$ cat config.mk
export PLATFORM = sky130hd
export DESIGN_NAME = mem_arbiter
export DESIGN_NICKNAME = d
export VERILOG_FILES = /design/src/rtl/mem_arbiter.sv
export SDC_FILE = /design/constraint.sdc
export NUM_CORES = 1
export LEC_CHECK = 0
export BUFFER_PORTS_ARGS = -buffer_cell sky130_fd_sc_hd__buf_4
export CAP_MARGIN = 40
export CORE_MARGIN = 1
export CORE_UTILIZATION = 47
export CTS_CLUSTER_DIAMETER = 80
export DETAILED_ROUTE_END_ITERATION = 7
export PLACE_DENSITY = 0.81
export RECOVER_POWER = 50
export SLEW_MARGIN = 0
export SYNTH_ARGS = -nofsm -noshare
export SYNTH_HDL_FRONTEND = slang
export SYNTH_SLANG_ARGS = --single-unit
$ cat constraint.sdc
create_clock -name clk -period 6.4 [get_ports clk]
set_input_delay 1.28 -clock clk [delete_from_list [all_inputs] [get_ports clk]]
set_output_delay 1.28 -clock clk [all_outputs]
set_load 0.1 [all_outputs]
$ cat src/rtl/mem_arbiter.sv
// Two-port (fetch/data) arbiter onto a single memory port with one access outstanding.
// Round-robin on contested grants; all memory-side and requester-side outputs registered.
module mem_arbiter #(
  parameter int unsigned ADDR_W = 32
) (
  input  logic              clk,
  input  logic              reset,
  input  logic              i_req,
  input  logic [ADDR_W-1:0] i_addr,
  output logic [31:0]       i_rdata,
  output logic              i_ack,
  input  logic              d_req,
  input  logic              d_we,
  input  logic [ADDR_W-1:0] d_addr,
  input  logic [31:0]       d_wdata,
  input  logic [3:0]        d_wmask,
  output logic [31:0]       d_rdata,
  output logic              d_ack,
  output logic [ADDR_W-1:0] m_addr,
  output logic [31:0]       m_wdata,
  output logic [3:0]        m_wmask,
  output logic              m_rstrb,
  input  logic [31:0]       m_rdata,
  input  logic              m_ready,
  output logic              m_busy
);

  typedef enum logic [1:0] {StIdle, StIBusy, StDBusy} state_e;

  state_e state;
  logic   prio_d;  // data wins the next contested arbitration
  logic   i_elig, d_elig, grant_i, grant_d;

  // A requester still holding req during its own ack cycle is not re-granted.
  always_comb begin
    i_elig  = i_req & ~i_ack;
    d_elig  = d_req & ~d_ack;
    grant_d = d_elig & (~i_elig | prio_d);
    grant_i = i_elig & ~grant_d;
  end

  always_ff @(posedge clk or posedge reset) begin
    if (reset) begin
      state   <= StIdle;
      prio_d  <= 1'b0;
      i_rdata <= '0;
      i_ack   <= 1'b0;
      d_rdata <= '0;
      d_ack   <= 1'b0;
      m_addr  <= '0;
      m_wdata <= '0;
      m_wmask <= '0;
      m_rstrb <= 1'b0;
      m_busy  <= 1'b0;
    end else begin
      i_ack <= 1'b0;
      d_ack <= 1'b0;
      unique case (state)
        StIdle: begin
          if (grant_i) begin
            state   <= StIBusy;
            m_addr  <= i_addr;
            m_wdata <= '0;
            m_wmask <= '0;
            m_rstrb <= 1'b1;
            m_busy  <= 1'b1;
          end else if (grant_d) begin
            state   <= StDBusy;
            m_addr  <= d_addr;
            m_wdata <= d_wdata;
            m_wmask <= d_we ? d_wmask : 4'b0000;
            m_rstrb <= ~d_we;
            m_busy  <= 1'b1;
          end
          // Pointer moves only when both competed for the grant.
          if (i_elig && d_elig) begin
            prio_d <= grant_i;
          end
        end
        StIBusy: begin
          if (m_ready) begin
            state   <= StIdle;
            m_rstrb <= 1'b0;
            m_wmask <= '0;
            m_busy  <= 1'b0;
            i_ack   <= 1'b1;
            i_rdata <= m_rdata;
          end
        end
        StDBusy: begin
          if (m_ready) begin
            state   <= StIdle;
            m_rstrb <= 1'b0;
            m_wmask <= '0;
            m_busy  <= 1'b0;
            d_ack   <= 1'b1;
            if (m_rstrb) begin
              d_rdata <= m_rdata;
            end
          end
        end
        default: state <= StIdle;
      endcase
    end
  end

endmodule

[Word level (Yosys, flattened, before mapping)]
Index checks and enable logic that the tools add are counted.
Operators by class
  eq/ne operators: 4
  mux-type cells: 23
  bitwise gates (word level): 10
  reduce and logical (&&, ||, !) cells: 11
Operators with widths (count)
  32-bit 2-to-1 mux: 4
  4-bit 2-to-1 mux: 4
  1-bit 2-to-1 mux: 8
  4-bit one-hot mux with 2 select lines: 1
  2-bit AND reduction: 4
  2-bit 2-to-1 mux: 3
  3-bit AND reduction: 2
  1-bit NOT: 5
  1-bit bitwise AND: 4
  1-bit one-hot mux with 2 select lines: 2
  2-bit one-hot mux with 2 select lines: 1
  2-bit nonzero test: 2
  3-bit != test, second input constant: 1
  2-bit by 1-bit equality test with 1-bit output, second input constant: 1
  2-bit equality test, second input constant: 1
  2-bit zero test: 1
  2-bit by 1-bit != test with 1-bit output, second input constant: 1
  2-bit OR reduction: 1
  1-bit logical AND: 1
  1-bit OR: 1
Word-level totals
  bits in registers: 139
  output and inout port bits: 136
  logic and storage cells: 59

[Longest topological paths before layout]
  depth after elaboration: 9
  gate-level depth with buffers: 6
  gate-level depth less buffers: 5

[Worst setup path before layout]
OpenSTA, ideal clock, no wires.
  kind: input -> register
  from: input d_req
  to: register m_wmask[0]
  setup time: 0.125 ns
  arrival time: 2.226 ns
  path slack: 4.049 ns
  stages on the path: 4
  buffers on the path: 1
  cell sequence: nand2b_1 -> buf_4 -> a311oi_4 -> mux2_2
On the way
  longest elaborated chain between the ends: 6
RTL lines
  from (decl): line 12  | input logic d_req,
  1-bit bitwise AND (*): line 37  | d_elig = d_req & ~d_ack;
  1-bit bitwise AND (*): line 38  | grant_d = d_elig & (~i_elig | prio_d);
  1-bit NOT: line 39  | grant_i = i_elig & ~grant_d;
  1-bit bitwise AND: line 39
  3-bit != test (no source line) / 4-bit 2-to-1 mux (equally long branches)
  3-bit AND reduction (no source line) / 4-bit one-hot mux with 2 select lines (equally long branches)
  to (signal assigned): line 71  | m_wmask <= d_we ? d_wmask : 4'b0000;
  to (decl): line 21  | output logic [3:0] m_wmask,
Mark *: on every way between the ends. The rest lies on a longest branch, timed or not.
A chain may end at the register's enable or synchronous reset.

==> results by stage <==
GRT:
- The largest net degree at the start of global routing is 60.
- The final global-route overflow total is 0.
- Global routing used approximately 25% of the available tracks across all layers.
- The via count of the first global-routing pass is 4977.
- The first-pass GRT wire length is 25.5 mm.
- The initial antenna violation count is 0.

Clock tree:
- The number of buffers added to fix hold violations after cts is 0.
- The clock net in this run drives a total of approximately 140 sinks.
- The H-tree depth is 4.
- After clock tree synthesis, the clock-pin slew on the worst setup and hold paths is roughly 0.060 ns.
- TritonCTS created 17 clock buffers.
- The number of post-CTS setup repair buffers is 0.
- Post-CTS repair changed the size of 0 cells.
- CTS placed an instance of sky130_fd_sc_hd__clkbuf_16 at the clock tree root.
- The CTS tree is built.
- For the worst-skew pair, the clock arrives at the later sink with an insertion delay of about 0.42 ns.
- In this run the deepest clock path goes through 2 buffers.

Synthesis:
- The post-synthesis average cell area is 12.6 sq um.
- In this run the cell area of the synthesized design comes to between 6000 and 7000 sq um.
- During synthesis, Yosys emitted a total of 0 warnings.
- The sequential fraction of the synthesis area is a little under three fifths.
- After synthesis the netlist holds a flip-flop and latch count of 139.
- Synthesis instantiated 32 different standard cells from the library.
- Synthesis handed over a netlist of between 400 and 500 instances.
- The post-synth net total is about 630.

Worst setup path:
- Along the worst path, the maximum fanout reaches 59.
- The worst reg2reg path startpoint is state[0].
- The depth of the worst register-to-register path is 6.
- The critical path class is input port to asynchronous set/reset pin.
- STA classifies the critical path startpoint as an input port.
- The data arrival time of the critical path is roughly 4.5 ns.
- The critical path starts at reset.
- Setup slack on the worst reg-to-reg path comes out at roughly 3.6 ns.
- The endpoint identified for the worst register-to-register timing path is d_rdata[2].
- The end of the critical path is m_rstrb.
- The worst setup path is captured at an asynchronous set/reset pin.
- The required time reported for the critical path endpoint is between 6 and 7 ns.

Floorplan:
- The die width is approximately 120 um.
- roughly 270 I/O pins were placed.
- The core region is 12700 sq um.
- The initial core utilization is between 40 and 50%.
- The die boundary height is approximately 120 um.
- The initialized floorplan defines just over 40 standard-cell rows.
- The area enclosed by the die boundary is 13500 sq um.

Layout:
- After filler insertion, the fill cell instance count of the layout stands at between 900 and 1000.
- The area growth from synthesis to layout is 45.9%.
- The multi-input logic area is ~2300 sq um.
- The library cells used most frequently in the layout, excluding fill and tap cells, are sky130_fd_sc_hd__buf_4, sky130_fd_sc_hd__dfrtp_1, sky130_fd_sc_hd__mux2_2.
- The share of layout cells above drive strength 1 is roughly half.
- The diode insertion count for antenna repair is 0.
- The sequential cells in the finished layout cover a total of roughly 3500 sq um.
- The final-stage net count is roughly 890.
- Leaving out fill and tap cells, the most frequent cell in the layout is sky130_fd_sc_hd__buf_4.

Timing:
- The setup TNS is 0 ns.
- The fraction of the cycle the final worst path needs is between 60% and 70%.
- The number of max-slew violations in the final report is 152.
- For the pin with the worst max-slew slack, the measured transition is 2.61 ns.
- Setup repair after global routing left no endpoint under its margin.
- The worst slew slack as a fraction of its limit is -75.0%.
- The final count of negative-setup-slack endpoints is 0.
- The time the worst path needs with I/O delays and setup is between 3 and 4 ns.
- The number of hold violations in the final report was 0.
- The final worst clock skew is 0.0118 ns.
- For this run, the top clock speed supported by timing is between 0.2 and 0.3 GHz.

Outcome:
- The checks that failed: max-capacitance violations, max-slew violations.
- The run finished, with violations left.

Place:
- The quantity of I/O buffers inserted on ports is about 270.
- The sum of net half-perimeters after detailed placement is 12.1 mm.
- The global placement routability congestion is a little under 0.8.

Route:
- The DRC violation count after routing is 0.
- The length of the first detailed-routing pass in iterations is 5.
- The post-detailed-routing wire length is ~17 mm.
- The final route contains 5017 vias.
- The detailed-route vias per instance is 5.39.
- After detailed routing, the average wire length per cell comes to ~18 um.
- The number of nets still failing antenna checks after routing is 0.
- The starting DRC count in detailed routing is 308.

Job:
- Max-cap violations in this run came to 4.

Hold path:
- The worst min-delay path category is flip-flop to flip-flop.
final cells by class:
type / count / area share (%)
timing repair buffer: 284 / 24.4
clock buffer: 22 / 5.41
inverter: 39 / 1.65
clock inverter: 10 / 1.52
sequential: 139 / 38.9
multi-input combinational: 264 / 25.7
tap: 172 / 2.41
cells by family (layout without fill, tap and decap cells):
group | after synthesis | count (layout) | share of synthesized area (%)
AO/OA/AOI/OAI | 142 | 142 | 17.7
flip-flops | 139 | 139 | 56.7
buffers and inverters | 83 | 355 | 6.02
multiplexers | 68 | 68 | 12.5
AND/OR/NAND/NOR | 49 | 49 | 6.10
adder cells (fa/ha/maj) | 4 | 4 | 0.816
XOR/XNOR | 1 | 1 | 0.143
critical path: stages:
cell and delay, ns:
sky130_fd_sc_hd__clkbuf_4 0.11, sky130_fd_sc_hd__clkinvlp_2 1.47, sky130_fd_sc_hd__clkbuf_1 1.20, sky130_fd_sc_hd__buf_16 0.35
cell usage after synthesis:
cell type / n / share of area [%]
sky130_fd_sc_hd__nor2_1: 1 / 0.061
sky130_fd_sc_hd__and2_1: 1 / 0.10
sky130_fd_sc_hd__dfrtp_1: 139 / 57
sky130_fd_sc_hd__and2b_1: 1 / 0.12
sky130_fd_sc_hd__nor2b_1: 1 / 0.10
sky130_fd_sc_hd__inv_1: 39 / 2.4
sky130_fd_sc_hd__and2b_4: 1 / 0.16
sky130_fd_sc_hd__buf_6: 3 / 0.55
sky130_fd_sc_hd__o21bai_1: 1 / 0.12
sky130_fd_sc_hd__a311oi_1: 1 / 0.14
sky130_fd_sc_hd__buf_4: 4 / 0.49
sky130_fd_sc_hd__a22oi_1: 32 / 3.9
sky130_fd_sc_hd__a22o_1: 32 / 4.6
sky130_fd_sc_hd__a221oi_1: 32 / 4.6
sky130_fd_sc_hd__xnor2_1: 1 / 0.14
sky130_fd_sc_hd__o21ai_1: 6 / 0.49
sky130_fd_sc_hd__a211oi_1: 4 / 0.49
sky130_fd_sc_hd__o2bb2ai_1: 1 / 0.14
sky130_fd_sc_hd__clkbuf_1: 21 / 1.3
sky130_fd_sc_hd__a311oi_4: 1 / 0.43
sky130_fd_sc_hd__nand3b_1: 1 / 0.12
sky130_fd_sc_hd__ha_1: 4 / 0.82
sky130_fd_sc_hd__o21ai_0: 28 / 2.3
sky130_fd_sc_hd__o32ai_1: 2 / 0.29
sky130_fd_sc_hd__buf_2: 16 / 1.3
sky130_fd_sc_hd__mux2_2: 68 / 12
sky130_fd_sc_hd__nand3_1: 1 / 0.082
sky130_fd_sc_hd__nand2_1: 7 / 0.43
sky130_fd_sc_hd__and3b_1: 33 / 4.7
sky130_fd_sc_hd__a31oi_1: 1 / 0.10
sky130_fd_sc_hd__o211a_1: 1 / 0.16
sky130_fd_sc_hd__nand2b_1: 2 / 0.20
sequential cells by signal, indices dropped and copies added, names as in the netlist:
signal / count
d_rdata: 32
i_rdata: 32
m_addr: 32
m_wdata: 32
m_wmask: 4
state: 2
d_ack: 1
i_ack: 1
m_busy: 1
m_rstrb: 1
prio_d: 1
worst min-delay path by stage:
stage                           start  slack [ns]           to  cells past startpoint
after floorplan                prio_d        0.48       prio_d                      1
after global placement    d_rdata[18]        0.49  d_rdata[18]                      1
after detailed placement   d_rdata[0]        0.49   d_rdata[0]                      1
after CTS                  d_rdata[0]        0.51   d_rdata[0]                      1
after global routing       i_rdata[3]        0.51   i_rdata[3]                      1
final                      d_rdata[7]        0.50   d_rdata[7]                      1
per-layer routing:
layer  up-vias  global-route usage, %  share of wire, %
li1       2319                      -                 -
met1      2454                   28.3                38
met2       216                   43.8                53
met3        28                   6.69               7.3
met4         0                   10.9               2.6
met5         -                      0                 0
through the flow:
stage / std cells / setup slack, ns / cell area, sq um / hold WS (ns) / utilization, %
detailed placement: 898 / 3.22 / 8350 / 0.493 / 65.9
finish: 930 / 2.50 / 8940 / 0.503 / 70.6
global placement: 893 / 2.89 / 8240 / 0.489 / 65.0
floorplan: 486 / 1.40 / 6130 / 0.481 / -
CTS: 930 / 3.35 / 8970 / 0.506 / 70.8
global route: 930 / 1.93 / 8940 / 0.515 / 70.6
Power is not shown: default switching activity piles up to over one toggle a cycle in this logic, so the estimate is an artifact.
